**src/rtl/page_walk_responder_pkg.sv**
```systemverilog
// Shared types, widths and translation helpers for the page walk responder.
// Translation is identity with the physical page MSB forced high.
package page_walk_responder_pkg;

   typedef enum logic [1:0] {
      ST_IDLE,
      ST_WALK,
      ST_RESP
   } state_t;

   typedef enum logic {
      SEL_8B,
      SEL_32B
   } sel_t;

   localparam int VPN8_W  = 6;
   localparam int VPN32_W = 4;
   localparam int RET8_W  = 12;
   localparam int RET32_W = 8;
   localparam logic PA_MSB_SET = 1'b1;

   function automatic logic [RET8_W-1:0] xlate8(
      input logic [VPN8_W-1:0] vpn
   );
      return {vpn, PA_MSB_SET, vpn[4:0]};
   endfunction

   function automatic logic [RET32_W-1:0] xlate32(
      input logic [VPN32_W-1:0] vpn
   );
      return {vpn, PA_MSB_SET, vpn[2:0]};
   endfunction

endpackage

```
**src/rtl/page_walk_responder_if.sv**
```systemverilog
// TLB page-table lookup bus: one request/response group per page size.
// master = TLB side, slave = responder side.
interface page_walk_responder_if;
   import page_walk_responder_pkg::*;

   logic               PAGE_8B_RQST;
   logic [VPN8_W-1:0]  PAGE_8B_LOOKUP;
   logic [RET8_W-1:0]  PAGE_8B_RECV;
   logic               PAGE_8B_COMPLETE;
   logic               PAGE_32B_RQST;
   logic [VPN32_W-1:0] PAGE_32B_LOOKUP;
   logic [RET32_W-1:0] PAGE_32B_RECV;
   logic               PAGE_32B_COMPLETE;

   modport master (
      output PAGE_8B_RQST, PAGE_8B_LOOKUP,
      output PAGE_32B_RQST, PAGE_32B_LOOKUP,
      input  PAGE_8B_RECV, PAGE_8B_COMPLETE,
      input  PAGE_32B_RECV, PAGE_32B_COMPLETE
   );

   modport slave (
      input  PAGE_8B_RQST, PAGE_8B_LOOKUP,
      input  PAGE_32B_RQST, PAGE_32B_LOOKUP,
      output PAGE_8B_RECV, PAGE_8B_COMPLETE,
      output PAGE_32B_RECV, PAGE_32B_COMPLETE
   );

endinterface

```
**src/rtl/page_walk_responder_arbiter.sv**
```systemverilog
// Eligibility and fixed-priority select; owns the per-port served flags
// that stop a still-held request from being walked twice.
module pwr_arbiter
   import page_walk_responder_pkg::*;
#(
   parameter bit PRIO_32B = 1'b1
) (
   input  logic clk,
   input  logic rst_n,
   input  logic rqst8,
   input  logic rqst32,
   input  logic done8,
   input  logic done32,
   output logic any_elig,
   output sel_t win
);

   logic served8_q, served8_d;
   logic served32_q, served32_d;
   logic elig8, elig32;

   assign elig8    = rqst8 & ~served8_q;
   assign elig32   = rqst32 & ~served32_q;
   assign any_elig = elig8 | elig32;

   always_comb begin
      win        = SEL_8B;
      served8_d  = rqst8 & (served8_q | done8);
      served32_d = rqst32 & (served32_q | done32);
      unique case (1'b1)
         (elig8 & elig32):
            win = PRIO_32B ? SEL_32B : SEL_8B;
         (elig32 & ~elig8):
            win = SEL_32B;
         (elig8 & ~elig32):
            win = SEL_8B;
         default:
            win = SEL_8B;
      endcase
   end

   always_ff @(posedge clk or negedge rst_n) begin
      if (!rst_n) begin
         served8_q  <= 1'b0;
         served32_q <= 1'b0;
      end else begin
         served8_q  <= served8_d;
         served32_q <= served32_d;
      end
   end

endmodule

```
**src/rtl/page_walk_responder.sv**
```systemverilog
// Shared page walk engine for the 8B and 32B TLB lookup ports.
// Define PT_RESP_STATS_EN to add saturating per-port completion counters.
module page_walk_responder
   import page_walk_responder_pkg::*;
#(
   parameter int LAT_8B   = 4,
   parameter int LAT_32B  = 2,
   parameter bit PRIO_32B = 1'b1
) (
   input  logic clk,
   input  logic rst_n,
   page_walk_responder_if.slave pw
`ifdef PT_RESP_STATS_EN
   ,
   output logic [7:0] LOOKUP_CNT_8B,
   output logic [7:0] LOOKUP_CNT_32B
`endif
);

   localparam logic [3:0] LD8  = 4'(LAT_8B - 1);
   localparam logic [3:0] LD32 = 4'(LAT_32B - 1);

   state_t state_q, state_d;
   sel_t   sel_q, sel_d;
   logic [3:0]         cnt_q, cnt_d;
   logic [VPN8_W-1:0]  addr_q, addr_d;
   logic [RET8_W-1:0]  recv8_q, recv8_d;
   logic [RET32_W-1:0] recv32_q, recv32_d;
   logic any_elig, done8, done32, walk_end;
   sel_t win;

   assign done8  = (state_q == ST_RESP) && (sel_q == SEL_8B);
   assign done32 = (state_q == ST_RESP) && (sel_q == SEL_32B);
   assign walk_end = (state_q == ST_WALK) && (cnt_q == 4'd0);

   assign pw.PAGE_8B_RECV      = recv8_q;
   assign pw.PAGE_32B_RECV     = recv32_q;
   assign pw.PAGE_8B_COMPLETE  = done8;
   assign pw.PAGE_32B_COMPLETE = done32;

   pwr_arbiter #(.PRIO_32B(PRIO_32B)) u_arb (
      .clk      (clk),
      .rst_n    (rst_n),
      .rqst8    (pw.PAGE_8B_RQST),
      .rqst32   (pw.PAGE_32B_RQST),
      .done8    (done8),
      .done32   (done32),
      .any_elig (any_elig),
      .win      (win)
   );

   always_comb begin
      state_d  = state_q;
      sel_d    = sel_q;
      cnt_d    = cnt_q;
      addr_d   = addr_q;
      recv8_d  = recv8_q;
      recv32_d = recv32_q;
      unique case (state_q)
         ST_IDLE: begin
            if (any_elig) begin
               sel_d   = win;
               state_d = ST_WALK;
               if (win == SEL_32B) begin
                  addr_d = {2'b00, pw.PAGE_32B_LOOKUP};
                  cnt_d  = LD32;
               end else begin
                  addr_d = pw.PAGE_8B_LOOKUP;
                  cnt_d  = LD8;
               end
            end
         end
         ST_WALK: begin
            if (cnt_q == 4'd0) begin
               state_d = ST_RESP;
               if (sel_q == SEL_8B)
                  recv8_d = xlate8(addr_q);
               else
                  recv32_d = xlate32(addr_q[3:0]);
            end else begin
               cnt_d = cnt_q - 4'd1;
            end
         end
         ST_RESP: state_d = ST_IDLE;
         default: state_d = ST_IDLE;
      endcase
   end

   always_ff @(posedge clk or negedge rst_n) begin
      if (!rst_n) begin
         state_q  <= ST_IDLE;
         sel_q    <= SEL_8B;
         cnt_q    <= 4'd0;
         addr_q   <= '0;
         recv8_q  <= '0;
         recv32_q <= '0;
      end else begin
         state_q  <= state_d;
         sel_q    <= sel_d;
         cnt_q    <= cnt_d;
         addr_q   <= addr_d;
         recv8_q  <= recv8_d;
         recv32_q <= recv32_d;
      end
   end

`ifdef PT_RESP_STATS_EN
   logic [7:0] lc8_q, lc8_d, lc32_q, lc32_d;

   always_comb begin
      lc8_d  = lc8_q;
      lc32_d = lc32_q;
      if (walk_end && sel_q == SEL_8B && lc8_q != 8'hFF)
         lc8_d = lc8_q + 8'd1;
      if (walk_end && sel_q == SEL_32B && lc32_q != 8'hFF)
         lc32_d = lc32_q + 8'd1;
   end

   always_ff @(posedge clk or negedge rst_n) begin
      if (!rst_n) begin
         lc8_q  <= 8'd0;
         lc32_q <= 8'd0;
      end else begin
         lc8_q  <= lc8_d;
         lc32_q <= lc32_d;
      end
   end

   assign LOOKUP_CNT_8B  = lc8_q;
   assign LOOKUP_CNT_32B = lc32_q;
`else
   logic unused_walk_end;
   assign unused_walk_end = walk_end;
`endif

endmodule

```
**src/flat_wrapper.sv**
```systemverilog
// flat-port wrapper written by rule: the top's interface ports become plain ports
module page_walk_responder_flat import page_walk_responder_pkg::*;
#(
   parameter int LAT_8B   = 4,
   parameter int LAT_32B  = 2,
   parameter bit PRIO_32B = 1'b1
)
  (clk, rst_n, pw_PAGE_8B_RQST, pw_PAGE_8B_LOOKUP, pw_PAGE_32B_RQST, pw_PAGE_32B_LOOKUP, pw_PAGE_8B_RECV, pw_PAGE_8B_COMPLETE, pw_PAGE_32B_RECV, pw_PAGE_32B_COMPLETE);
  page_walk_responder_if pw_i ();
  input  logic clk;
  input  logic rst_n;
  input wire logic [$bits(pw_i.PAGE_8B_RQST)-1:0] pw_PAGE_8B_RQST;
  input wire logic [$bits(pw_i.PAGE_8B_LOOKUP)-1:0] pw_PAGE_8B_LOOKUP;
  input wire logic [$bits(pw_i.PAGE_32B_RQST)-1:0] pw_PAGE_32B_RQST;
  input wire logic [$bits(pw_i.PAGE_32B_LOOKUP)-1:0] pw_PAGE_32B_LOOKUP;
  output wire logic [$bits(pw_i.PAGE_8B_RECV)-1:0] pw_PAGE_8B_RECV;
  output wire logic [$bits(pw_i.PAGE_8B_COMPLETE)-1:0] pw_PAGE_8B_COMPLETE;
  output wire logic [$bits(pw_i.PAGE_32B_RECV)-1:0] pw_PAGE_32B_RECV;
  output wire logic [$bits(pw_i.PAGE_32B_COMPLETE)-1:0] pw_PAGE_32B_COMPLETE;
  assign pw_i.PAGE_8B_RQST = pw_PAGE_8B_RQST;
  assign pw_i.PAGE_8B_LOOKUP = pw_PAGE_8B_LOOKUP;
  assign pw_i.PAGE_32B_RQST = pw_PAGE_32B_RQST;
  assign pw_i.PAGE_32B_LOOKUP = pw_PAGE_32B_LOOKUP;
  assign pw_PAGE_8B_RECV = pw_i.PAGE_8B_RECV;
  assign pw_PAGE_8B_COMPLETE = pw_i.PAGE_8B_COMPLETE;
  assign pw_PAGE_32B_RECV = pw_i.PAGE_32B_RECV;
  assign pw_PAGE_32B_COMPLETE = pw_i.PAGE_32B_COMPLETE;
  page_walk_responder #(.LAT_8B(LAT_8B), .LAT_32B(LAT_32B), .PRIO_32B(PRIO_32B)) u_core (.clk(clk), .rst_n(rst_n), .pw(pw_i));
endmodule
```
**config.mk**
```make
export PLATFORM = sky130hd
export DESIGN_NAME = page_walk_responder_flat
export DESIGN_NICKNAME = d
export VERILOG_FILES = /design/src/rtl/page_walk_responder_pkg.sv /design/src/rtl/page_walk_responder_if.sv /design/src/rtl/page_walk_responder_arbiter.sv /design/src/rtl/page_walk_responder.sv /design/src/flat_wrapper.sv
export SDC_FILE = /design/constraint.sdc
export NUM_CORES = 1
export LEC_CHECK = 0
export BUFFER_PORTS_ARGS = -buffer_cell sky130_fd_sc_hd__buf_4
export CORE_MARGIN = 2
export CORE_UTILIZATION = 53
export DETAILED_ROUTE_END_ITERATION = 7
export GPL_TIMING_DRIVEN = 0
export PLACE_DENSITY = 0.78
export SETUP_SLACK_MARGIN = 0.3
export SLEW_MARGIN = 20
export SYNTH_ARGS = -nofsm -noshare
export SYNTH_HDL_FRONTEND = slang
export SYNTH_SLANG_ARGS = --single-unit
```
**constraint.sdc**
```tcl
create_clock -name clk -period 4.17 [get_ports clk]
set_input_delay 0.834 -clock clk [delete_from_list [all_inputs] [get_ports clk]]
set_output_delay 0.834 -clock clk [all_outputs]
set_load 0.01 [all_outputs]
```
==> results summary <==
The flow ran to the end, and the final reports show no timing, DRC or antenna violations. The global routing usage summed across all routing layers came out at 0.1819. For the pin with the worst max-slew slack, the measured transition is 0.4227 ns.

The first global-routing pass estimated 3622 µm of wire. The average routed wire per standard cell came out at 13.32 µm. Traced cell by cell, the critical path runs through nor3b_1 -> buf_4. The wire length after detailed routing came out at 2225 µm. The latest clock arrival within the worst-skew pair came out at 0.32 ns.

The clock sink count came out at 27. The number of post-CTS setup repair buffers came out at 0. STA classifies the critical path endpoint as an output port. For this configuration, the core starts out at a cell density of 0.5630. The fraction of synthesized cell area taken by the top area cell type is 0.5373. The number of slew-limit violations in the final report came to 0. Setup slack on the critical path of the routed design comes to 2.073 ns. The number of storage elements in the synthesis netlist came out at 27. For this run, the slowest stage of the critical path takes 0.46 ns.

The first routing iteration left 8 violations. The core area is 0.002233 mm². The share of layout cells above drive strength 1 is 0.4460. The tool flagged a number of max-cap violations equal to 0. Together, buffers and inverters on the worst path number 1.

The via count of the first global-routing pass is 820. Summed over all cells, the static leakage comes to 0.8275 nW. The initial antenna violation count is 0. The cell family with the largest share of critical-path delay is flip-flops. The via count is between 800 and 900. Measured on the finished design, the core utilization comes to 0.7098. Setup repair after global routing left no endpoint under its margin. From left edge to right edge, the die measures between 50 and 60 µm. The critical-path cell with the highest stage delay is dfrtp_1. The netlist uses 29 different library cells. The y dimension of the die is 52.71 µm. The largest fanout on the critical path came out at 4. The number of fill cells is 164. The worst setup path is launched from a flip-flop. For this run the aggregate overflow at the end of global routing stands at 0. The setup slack after placement is 1.990 ns. Leaving out fill and tap cells, the most frequent cell in the layout is buf_4. Routability-driven placement finished with a final weighted congestion of 0.7776. In the layout the commonest cells are 43 x buf_4, 27 x dfrtp_1, 6 x nand2_1, 6 x mux2i_1, 6 x mux2_4.

The largest buffer count on any clock path came out at 2. The required time of the worst setup path came out at 3.34 ns. Clock-pin slew was measured on the worst setup and hold paths at 0.15 ns. Headroom to the max-slew limit came out at 0.7152. The tightest min-delay check is of the in2async type. The share of the yosys chip area belonging to registers came out at 0.5373.

CTS placed an instance of clkbuf_4 at the clock tree root. The number of gates given a new drive strength after cts is 0. The die area came out at 0.002778 mm². The post-synthesis instance area is 0.001257 mm². The port buffer count is 35. The relative area change from synthesis to final layout came out at 26.07%. In this run, CTS created clock tree buffers numbering 3. The depth of the CTS H-tree came out at 1. The critical path is of the reg2out type.

The share of the cycle needed by the critical path after routing is 0.5028. Subtracting the final worst setup slack from the clock period gives 2.097 ns. Ranked by total cell area, the synthesized netlist is headed by dfrtp_1 54%, mux2_4 7.2%, mux2i_1 4.8%. The number of nets in the finished design is 156.

The number of antenna cells inserted came out at 0. The finished cells cover 0.001585 mm². The worst clock skew on the final layout came out at approximately 0.010 ns. TritonCTS built the clock tree. The maximum vdd drop is 0.4044 mV.

The setup TNS came out at 0 ns. The power density of the placed cells is 657.7 mW/mm². The quantity of hold-fixing buffers added after cts came out at 0.

The half-perimeter wire length of the detailed placement result came out at 1716 µm. The largest net degree at the start of global routing is 28. The pre-antenna-repair detailed-routing pass consisted of 4 iterations. The cell accounting for the most synthesized area is dfrtp_1. The count of boundary I/O pins came out at 36. The setup-violating endpoint count in the final report is 0.

The standard-cell row count came out at 17. The placed cell area is roughly 0.0016 mm². The gate count after technology mapping came out at 100.

The remaining antenna violation count is 0. The final hold violation count is 0. The mean number of vias per cell is 5.066.

The synthesized area per cell came out at 12.57 µm². The fmax is 477.0 MHz. The arrival time of data at the critical path endpoint is between 1 and 1.5 ns. The number of synthesis warnings is 0. The number of nets in the synthesized netlist came out at between 100 and 150.

The remaining routing DRC violations came out at 0.
## where the power goes
| part | total [W] | switching, W | internal (W) |
|---|---|---|---|
| sequential | 0.000445 | 0.0000828 | 0.000362 |
| clock | 0.000113 | 0.0000765 | 0.0000366 |
| combinational | 0.000485 | 0.000206 | 0.000278 |
## synthesized netlist by cell type
cell / instances
a21oi_1: 3
nand2_1: 6
nor4b_4: 1
o21a_1: 2
nor2_1: 3
ha_1: 2
and3b_2: 1
dfrtp_1: 27
buf_1: 1
nor2b_1: 2
nand2b_4: 1
buf_6: 1
a21o_2: 1
buf_4: 8
xor2_1: 1
o21ai_0: 5
mux2_4: 6
and2_1: 1
a22o_1: 4
nor3b_1: 1
mux2_2: 4
nand3_1: 2
clkbuf_1: 1
nand3b_1: 2
or2b_1: 1
mux2i_1: 6
nand2b_1: 3
nor3_1: 1
inv_1: 3
## cell families (layout without fill, tap and decap cells)
family / Yosys count / after routing / synth area share
fa+ha+maj: 2 / 2 / 0.01990
xor+xnor: 1 / 1 / 0.006966
compound gates: 15 / 15 / 0.07860
mux: 16 / 16 / 0.1552
flops: 27 / 27 / 0.5373
buf+inv: 14 / 53 / 0.07164
simple gates: 25 / 25 / 0.1303
## per-stage QoR
| step | hold slack, ns | power, W | cells |
|---|---|---|---|
| after CTS | 0.3905 | 0.001058 | 167 |
| after global placement | 0.4505 | 0.0009188 | 163 |
| final | 0.3893 | 0.001043 | 167 |
| after detailed placement | 0.4553 | 0.0009435 | 163 |
| after floorplan | 0.4647 | 0.0007584 | 100 |
| after global routing | 0.3960 | 0.001125 | 167 |
## path summary, 6_finish.rpt
check                                          startpoint                          to  slack, ns  cells after the start
worst max-delay path                    u_core.state_q[0]         pw_PAGE_8B_COMPLETE       2.07                      2
worst min-delay path                                rst_n   u_core.pw.PAGE_8B_RECV[5]       0.39                      1
worst max register to register            u_core.cnt_q[0]  u_core.pw.PAGE_32B_RECV[4]       2.54                      5
worst min register to register  u_core.pw.PAGE_8B_RECV[5]   u_core.pw.PAGE_8B_RECV[5]       0.48                      1
max in group asynchronous                           rst_n  u_core.pw.PAGE_32B_RECV[6]       3.52                      1
min in group clk                u_core.pw.PAGE_8B_RECV[5]   u_core.pw.PAGE_8B_RECV[5]       0.48                      1
## routing by layer
| layer | GRT usage | vias up | wire length [µm] |
|---|---|---|---|
| met5 | 0 | - | 0 |
| met3 | 0.02857 | 2 | 99 |
| met4 | 0.06410 | 0 | 13 |
| met1 | 0.2305 | 411 | 988 |
| li1 | - | 414 | - |
| met2 | 0.3125 | 19 | 1124 |
## state kept, by name, indices dropped and copies added, names as in the netlist
| register | flops |
|---|---|
| u_core.sel_q | 1 |
| u_core.u_arb.served32_q | 1 |
| u_core.state_q | 2 |
| u_core.addr_q | 6 |
| u_core.pw.PAGE_32B_RECV | 5 |
| u_core.pw.PAGE_8B_RECV | 7 |
| u_core.u_arb.served8_q | 1 |
| u_core.cnt_q | 4 |
## layout make-up
cell class	count	area (µm²)	share of cell area
clock inverter	1	7.507	0.004736
buffer	11	78.83	0.04972
timing repair buffer	35	262.8	0.1657
tap	28	35.03	0.02210
clock buffer	3	22.52	0.01421
sequential	27	675.6	0.4262
inverter	3	11.26	0.007103
multi-input combinational	59	491.7	0.3102
## worst reg2reg max path: cells and delay by family, from the launching register on
| kind | cells | cell delay [ns] |
|---|---|---|
| flops | 1 | 0.41 |
| fa+ha+maj | 1 | 0.21 |
| mux | 1 | 0.32 |
| buf+inv | 1 | 0.11 |
| simple gates | 2 | 0.48 |
No activity file was read; power rests on OpenSTA's default activity.
